**config.mk**
```make
export PLATFORM = sky130hd
export DESIGN_NAME = serializer_tx_flat
export DESIGN_NICKNAME = d
export VERILOG_FILES = /design/src/rtl/serializer_tx_if.sv /design/src/rtl/serializer_tx.sv /design/src/flat_wrapper.sv
export SDC_FILE = /design/constraint.sdc
export NUM_CORES = 1
export LEC_CHECK = 0
export ABC_AREA = 1
export BUFFER_PORTS_ARGS = -buffer_cell sky130_fd_sc_hd__buf_2
export CORE_AREA = 4 4 80 82
export CTS_BUF_LIST = sky130_fd_sc_hd__clkbuf_8 sky130_fd_sc_hd__clkbuf_16
export DETAILED_ROUTE_END_ITERATION = 10
export DIE_AREA = 0 0 84 86
export GPL_TIMING_DRIVEN = 0
export PLACE_DENSITY_LB_ADDON = 0.08
export SYNTH_ARGS = -nofsm -noshare
export SYNTH_HDL_FRONTEND = slang
export SYNTH_SLANG_ARGS = --single-unit
export TNS_END_PERCENT = 20
```
**constraint.sdc**
```tcl
create_clock -name clock_in -period 2.76 [get_ports clock_in]
set_input_delay 0.552 -clock clock_in [delete_from_list [all_inputs] [get_ports clock_in]]
set_output_delay 0.552 -clock clock_in [all_outputs]
set_load 0.01 [all_outputs]
```
**src/rtl/serializer_tx_if.sv**
```systemverilog
// Parallel-in / serial-out bus between a word producer and serializer_tx.
// The master side supplies words; the slave side (serializer_tx) returns the
// serial stream together with its framing and status flags.
interface serializer_tx_if #(
    parameter int WIDTH = 8
);
    logic [WIDTH-1:0] din;
    logic             din_valid;
    logic             din_ready;
    logic             dout;
    logic             frame_end;
    logic             word_sent;
    logic             idle_frame;
    logic [7:0]       underrun_cnt;

    modport master (
        output din, din_valid,
        input  din_ready, dout, frame_end, word_sent, idle_frame, underrun_cnt
    );

    modport slave (
        input  din, din_valid,
        output din_ready, dout, frame_end, word_sent, idle_frame, underrun_cnt
    );
endinterface

```
**src/rtl/serializer_tx.sv**
```systemverilog
// Free-running frame serializer. Every frame is WIDTH data slots, MSB first,
// followed by one guard slot driven low. A one-entry holding register lets a
// producer hand over the next word while the current one is being shifted.
// Frames with no user data carry IDLE_WORD and are counted as underruns.
module serializer_tx #(
    parameter int               WIDTH     = 8,
    parameter int               LOG_WIDTH = 3,
    parameter logic [WIDTH-1:0] IDLE_WORD = '0
) (
    input  logic           clock_in,
    input  logic           reset_n,
    serializer_tx_if.slave bus
);

    typedef enum logic {
        SHIFT = 1'b0,
        GUARD = 1'b1
    } state_t;

    localparam int unsigned        LAST_DATA = WIDTH - 1;
    localparam logic [LOG_WIDTH:0] LAST_SLOT = LAST_DATA[LOG_WIDTH:0];

    state_t             state;
    state_t             state_next;
    logic [LOG_WIDTH:0] slot_cnt;
    logic [WIDTH-1:0]   shift_reg;
    logic [WIDTH-1:0]   hold_reg;
    logic               hold_full;
    logic               frame_user;    // current frame carries user data
    logic [7:0]         underrun_cnt;
    logic               load_edge;     // GUARD->SHIFT edge: next frame is loaded
    logic               accept;

    // Next-state decode and register-only output decode.
    always_comb begin
        // NOTE: every signal gets a default first so no path leaves one unassigned, which would infer a latch.
        state_next       = state;
        load_edge        = 1'b0;
        bus.din_ready    = ~hold_full;
        bus.dout         = 1'b0;
        bus.frame_end    = 1'b0;
        bus.word_sent    = 1'b0;
        bus.idle_frame   = ~frame_user;
        bus.underrun_cnt = underrun_cnt;
        case (state)
            SHIFT: begin
                bus.dout = shift_reg[WIDTH-1];
                if (slot_cnt == LAST_SLOT) begin
                    state_next = GUARD;
                end
            end
            GUARD: begin
                state_next    = SHIFT;
                load_edge     = 1'b1;
                bus.frame_end = 1'b1;
                bus.word_sent = frame_user;
            end
        endcase
    end

    // A word is taken into the holding register only while it is empty.
    assign accept = bus.din_valid & ~hold_full;

    // State register.
    always_ff @(posedge clock_in) begin
        // NOTE: non-blocking assignments so every register samples pre-edge values, independent of statement order.
        if (!reset_n) begin
            state <= SHIFT;
        end else begin
            state <= state_next;
        end
    end

    // Slot counter, shifter, hold flag and underrun counter. An idle frame
    // is counted when it finishes, so the frame begun by reset is included.
    always_ff @(posedge clock_in) begin
        if (!reset_n) begin
            slot_cnt     <= '0;
            shift_reg    <= IDLE_WORD;
            hold_full    <= 1'b0;
            frame_user   <= 1'b0;
            underrun_cnt <= 8'd0;
        end else if (load_edge) begin
            slot_cnt <= '0;
            if (!frame_user && underrun_cnt != 8'hFF) begin
                underrun_cnt <= underrun_cnt + 8'd1;
            end
            if (hold_full) begin
                shift_reg  <= hold_reg;
                hold_full  <= 1'b0;
                frame_user <= 1'b1;
            end else if (bus.din_valid) begin
                shift_reg  <= bus.din;     // bypass: hold stays empty
                frame_user <= 1'b1;
            end else begin
                shift_reg  <= IDLE_WORD;
                frame_user <= 1'b0;
            end
        end else begin
            slot_cnt  <= slot_cnt + 1'b1;
            shift_reg <= shift_reg << 1;
            if (accept) begin
                hold_full <= 1'b1;
            end
        end
    end

    // Holding register data; only meaningful while hold_full is set.
    always_ff @(posedge clock_in) begin
        // NOTE: pure data storage is left unreset; hold_full alone says whether it holds a word.
        if (!load_edge && accept) begin
            hold_reg <= bus.din;
        end
    end

endmodule
```
**src/flat_wrapper.sv**
```systemverilog
// flat-port wrapper written by rule: the top's interface ports become plain ports
module serializer_tx_flat 
#(
    parameter int               WIDTH     = 8,
    parameter int               LOG_WIDTH = 3,
    parameter logic [WIDTH-1:0] IDLE_WORD = '0
)
  (clock_in, reset_n, bus_din, bus_din_valid, bus_din_ready, bus_dout, bus_frame_end, bus_word_sent, bus_idle_frame, bus_underrun_cnt);
  serializer_tx_if #(.WIDTH(WIDTH)) bus_i ();
  input  logic clock_in;
  input  logic reset_n;
  input wire logic [$bits(bus_i.din)-1:0] bus_din;
  input wire logic [$bits(bus_i.din_valid)-1:0] bus_din_valid;
  output wire logic [$bits(bus_i.din_ready)-1:0] bus_din_ready;
  output wire logic [$bits(bus_i.dout)-1:0] bus_dout;
  output wire logic [$bits(bus_i.frame_end)-1:0] bus_frame_end;
  output wire logic [$bits(bus_i.word_sent)-1:0] bus_word_sent;
  output wire logic [$bits(bus_i.idle_frame)-1:0] bus_idle_frame;
  output wire logic [$bits(bus_i.underrun_cnt)-1:0] bus_underrun_cnt;
  assign bus_i.din = bus_din;
  assign bus_i.din_valid = bus_din_valid;
  assign bus_din_ready = bus_i.din_ready;
  assign bus_dout = bus_i.dout;
  assign bus_frame_end = bus_i.frame_end;
  assign bus_word_sent = bus_i.word_sent;
  assign bus_idle_frame = bus_i.idle_frame;
  assign bus_underrun_cnt = bus_i.underrun_cnt;
  serializer_tx #(.WIDTH(WIDTH), .LOG_WIDTH(LOG_WIDTH), .IDLE_WORD(IDLE_WORD)) u_core (.clock_in(clock_in), .reset_n(reset_n), .bus(bus_i));
endmodule
```
Yosys cells after proc, flatten, opt, wreduce, memory -nomap -nowiden

Cells that the tools add are included.

Add/sub/neg operators: 2
Equality and inequality tests: 2
Muxes and demuxes: 10
Bitwise gates (word level): 5
Reductions and logical operators: 7

Operators with widths:

| cell                                                                  | count |
|---|---|
| 8-bit two-way mux                                                     | 3 |
| 8-bit by 1-bit adder with 8-bit output, second input constant         | 1 |
| 8-bit inequality test, second input constant                          | 1 |
| 1-bit two-way mux                                                     | 6 |
| 4-bit by 1-bit adder with 4-bit output, second input constant         | 1 |
| 4-bit by 3-bit equality test with 1-bit output, second input constant | 1 |
| 1-bit NOT                                                             | 4 |
| 2-bit AND reduction                                                   | 2 |
| 1-bit logical AND                                                     | 2 |
| 1-bit logical NOT                                                     | 2 |
| 1-bit case mux with 2 select lines                                    | 1 |
| 2-bit OR reduction                                                    | 1 |
| 1-bit bitwise AND                                                     | 1 |

Register bits: 31
Input port bits: 11
Output and inout bits: 13
Word-level logic and storage cells: 34

Logic depth before layout (Yosys ltp)

Depth after elaboration: 3
Gate-level depth with buffers: 8
Depth with buffers taken out: 8

Worst setup path after synthesis

OpenSTA, ideal clock, no wires.

Path kind: input to register
Start: input port bus_din_valid
End: register u_core.hold_reg[0] (enable)
Library setup time: 0.383 ns
Arrival time: 1.191 ns
Required time: 2.377 ns
Slack: 1.186 ns
Stages: 2
Path buffers: 0
Path through: inv_1 -> nor3_1

Word-level cells in the longest chain between the ends: 2

Ends and longest elaborated chain:

| element                | RTL line             | source |
|---|---|---|
| start: declaration     | flat_wrapper.sv:13   | `input wire logic [$bits(bus_i.din_valid)-1:0] bus_din_valid;` |
| 1-bit bitwise AND      | serializer_tx.sv:62  | `assign accept = bus.din_valid & ~hold_full;` |
| 1-bit logical AND      | serializer_tx.sv:111 | `if (!load_edge && accept) begin` |
| end signal: assignment | serializer_tx.sv:112 | `hold_reg <= bus.din;` |
| end: declaration       | serializer_tx.sv:27  | `logic [WIDTH-1:0] hold_reg;` |

No other way between the ends.
A chain may end at the register's enable or synchronous reset.

Worst setup path in the final report

Start: register u_core.hold_full
End: register u_core.hold_reg[0] (enable)

Word-level cells in the longest chain between the ends: 3

Ends and longest elaborated chain:

| element                  | RTL line             | source |
|---|---|---|
| start: declaration       | serializer_tx.sv:28  | `logic hold_full;` |
| start signal: assignment | serializer_tx.sv:80  | `hold_full <= 1'b0;` |
| start signal: assignment | serializer_tx.sv:90  | `hold_full <= 1'b0;` |
| start signal: assignment | serializer_tx.sv:103 | `hold_full <= 1'b1;` |
| 1-bit NOT                | serializer_tx.sv:62  |  |
| 1-bit bitwise AND        | serializer_tx.sv:62  |  |
| 1-bit logical AND        | serializer_tx.sv:111 |  |

No other way between the ends.

==> flow_metrics.env <==
export IMPL_synth_xor_area_frac=0
export IMPL_die_h_um=86
export IMPL_synth_top_family_by_area="simple AND/OR/NAND/NOR gates"
export IMPL_ys_seq_area_frac=0.528
export IMPL_post_cts_setup_buffers=0
export IMPL_cpLargestDelayFamily="simple AND/OR/NAND/NOR gates"
export IMPL_diodes=0
export IMPL_finalCritPeriodShare=0.700
export IMPL_synth_adder_area_share=0.0189
export IMPL_period_needed_ns=1.93
export IMPL_setup_tns_ns=0
export IMPL_clkSlewWorstSetupHoldPaths_ns=0.07
export IMPL_cts_tree="yes"
export IMPL_hold_class="reg2reg"
export IMPL_n_fill_cell=670
export IMPL_die_area_sq_um=7220
export IMPL_swShare=0.230
export IMPL_ctsResizeCount=0
export IMPL_rsz0062_at_grt="false"
export IMPL_syn2layout_area_growth_pct=21.5
export IMPL_gp_congestion=0.720
export IMPL_skew_ns=0.00803
export IMPL_ys_seq_elements=31
export IMPL_die_w_um=84
export IMPL_grt_pass1_wl_um=4850
export IMPL_worstHoldPathCells=1
export IMPL_pwr_share_clk=0.387
export IMPL_cts_buffer_depth=2
export IMPL_dp_hpwl_um=2000
export IMPL_setup_violations_final=0
export IMPL_cts_hold_buf=0
export IMPL_overflow=0
export IMPL_relSlewSlack=0.153
export IMPL_routedWlPerCell_um=11.0
export IMPL_slowest_delay_ns=1.01
export IMPL_ant_nets=0
export IMPL_via_per_inst=4.16
export IMPL_ctsHtreeMaxLevel=2
export IMPL_multi_input_area_sq_um=531
export IMPL_cts_sinks=31
export IMPL_worst_path_max_delay_cell="nor3_1"
export IMPL_port_buffers=22
export IMPL_worstPathArrival_ns=1.82
export IMPL_grt_pass1_vias=1048
export IMPL_peakVddDrop_mv=0.210
export IMPL_avgSynthCellArea_sq_um=9.03
export IMPL_outcome="completed"
export IMPL_crit_type="reg2reg"
export IMPL_fmax_ghz=0.517
export IMPL_clk_latency_ns=0.28
export IMPL_cts_root_buf="clkbuf_8"
export IMPL_drt_pass1_iterations=4
export IMPL_synth_net_count=160
export IMPL_fin_nets=189
export IMPL_drive_gt1_frac=0.271
export IMPL_maxCapViolCount=0
export IMPL_crit_path_start_kind="register"
export IMPL_synth_area_sq_um=1330
export IMPL_pwr_share_comb=0.054
export IMPL_vias=1049
export IMPL_worst_pin_slew_ns=1.26
export IMPL_path_buf_inv=1
export IMPL_cp_depth=2
export IMPL_cts_inserted_buffers=5
export IMPL_yosys_warnings=0
export IMPL_pin_count=24
export IMPL_drcViolationCount=0
export IMPL_core_sq_um=5750
export IMPL_routed_wl_um=2760
export IMPL_synth_cell_types=25
export IMPL_row_count=28
export IMPL_path_cells="buf_2 -> nor3_1"
export IMPL_synth_mux_area_fraction=0
export IMPL_reg2regPathDepth=2
export IMPL_drt_iter0_markers=32
export IMPL_synth_compound_area_share=0.128
export IMPL_end_kind="register"
export IMPL_p_per_area_nw_per_um2=537
export IMPL_cp_max_fo=10
export IMPL_finish_utilization=0.281
export IMPL_hold_viol=0
export IMPL_slew_viol_final=0
export IMPL_pwr_share_seq=0.559
export IMPL_antenna_found_initial=0
export IMPL_p_switching_mw=0.200
export IMPL_grt_total_usage=0.0863
export IMPL_start_util=0.231
export IMPL_power_internal_mw=0.667
export IMPL_p_leak_nw=0.675
export IMPL_postSynthCellCount=147
export IMPL_grt_max_degree=11
export IMPL_synth_simple_area_share=0.253
export IMPL_seqCellArea_sq_um=701
export IMPL_worstPathRequired_ns=2.65
## worst reg2reg max path: stages, from the launching register on
cell     delay, ns
dfxtp_1       0.33
buf_2         0.19
nor3_1        1.01
## path summary, 6_finish.rpt
| kind | start | end | slack (ns) |
|---|---|---|---|
| max | u_core.hold_full$_SDFFE_PP0P_ | u_core.hold_reg[0]$_DFFE_PP_ | 0.83 |
| min | u_core.slot_cnt[0]$_SDFF_PP0_ | u_core.slot_cnt[0]$_SDFF_PP0_ | 0.45 |
| max reg2reg | u_core.hold_full$_SDFFE_PP0P_ | u_core.hold_reg[0]$_DFFE_PP_ | 0.83 |
| min reg2reg | u_core.slot_cnt[0]$_SDFF_PP0_ | u_core.slot_cnt[0]$_SDFF_PP0_ | 0.45 |
## final cells by class
type / count / share of cell area
multi-input cells: 95 / 0.329
flip-flops and latches: 31 / 0.434
inverters: 17 / 0.0396
plain buffers: 4 / 0.0202
clock inverters: 3 / 0.00776
well taps: 75 / 0.0582
clock buffers: 5 / 0.0427
repair buffers: 22 / 0.0683
## cell usage in the layout, fill, tap and decap left out, drive strengths merged, types with 5 or more instances in the layout
master	count
a21oi	7
a22oi	7
buf	26
clkbuf	5
dfxtp	23
edfxtp	8
inv	19
nand2	28
nand3	13
nor2	21
o21ai	10
## per-layer routing
metal,global-route usage,part of all wire
met5,0,0
met2,0.140,0.45
met3,0.0403,0.061
met1,0.0988,0.47
met4,0.0351,0.019
## stage by stage
stage,instances,cell area [sq um],total power [mW],hold slack [ns],setup WS (ns)
after detailed placement,244,1530,0.542,0.428,0.606
after CTS,252,1610,0.886,0.451,0.728
after floorplan,147,1330,0.523,0.414,1.19
final,252,1610,0.866,0.446,0.827
after global routing,252,1610,0.912,0.447,0.660
after global placement,244,1530,0.541,0.431,0.725
## Yosys cell counts, drive strengths merged
| library cell | number | area share |
|---|---|---|
| ha | 2 | 0.019 |
| a21oi | 7 | 0.035 |
| inv | 17 | 0.048 |
| o21ai | 10 | 0.038 |
| edfxtp | 8 | 0.18 |
| a22oi | 7 | 0.040 |
| nand2 | 28 | 0.094 |
| buf | 4 | 0.025 |
| nand3 | 13 | 0.058 |
| o21bai | 2 | 0.011 |
| nor2 | 21 | 0.082 |
| dfxtp | 23 | 0.35 |
| nor3 | 2 | 0.0075 |
| or2 | 1 | 0.0047 |
| nor3b | 1 | 0.0057 |
| o22ai | 1 | 0.0047 |
## power groups by stage
stage          Combinational [mW]  Clock, mW  Sequential, mW
2_1_floorplan              0.0296          0           0.493
3_3_place_gp               0.0469          0           0.494
3_5_place_dp               0.0480          0           0.494
4_1_cts                    0.0481      0.353           0.484
5_1_grt                    0.0541      0.373           0.485
6_report                   0.0467      0.335           0.484
## kinds of logic after synthesis
| family | Yosys count |
|---|---|
| buf+inv | 21 |
| fa+ha+maj | 2 |
| simple gates | 66 |
| flops | 31 |
| compound gates | 27 |
Note: power is estimated with default switching activity, not from simulation.
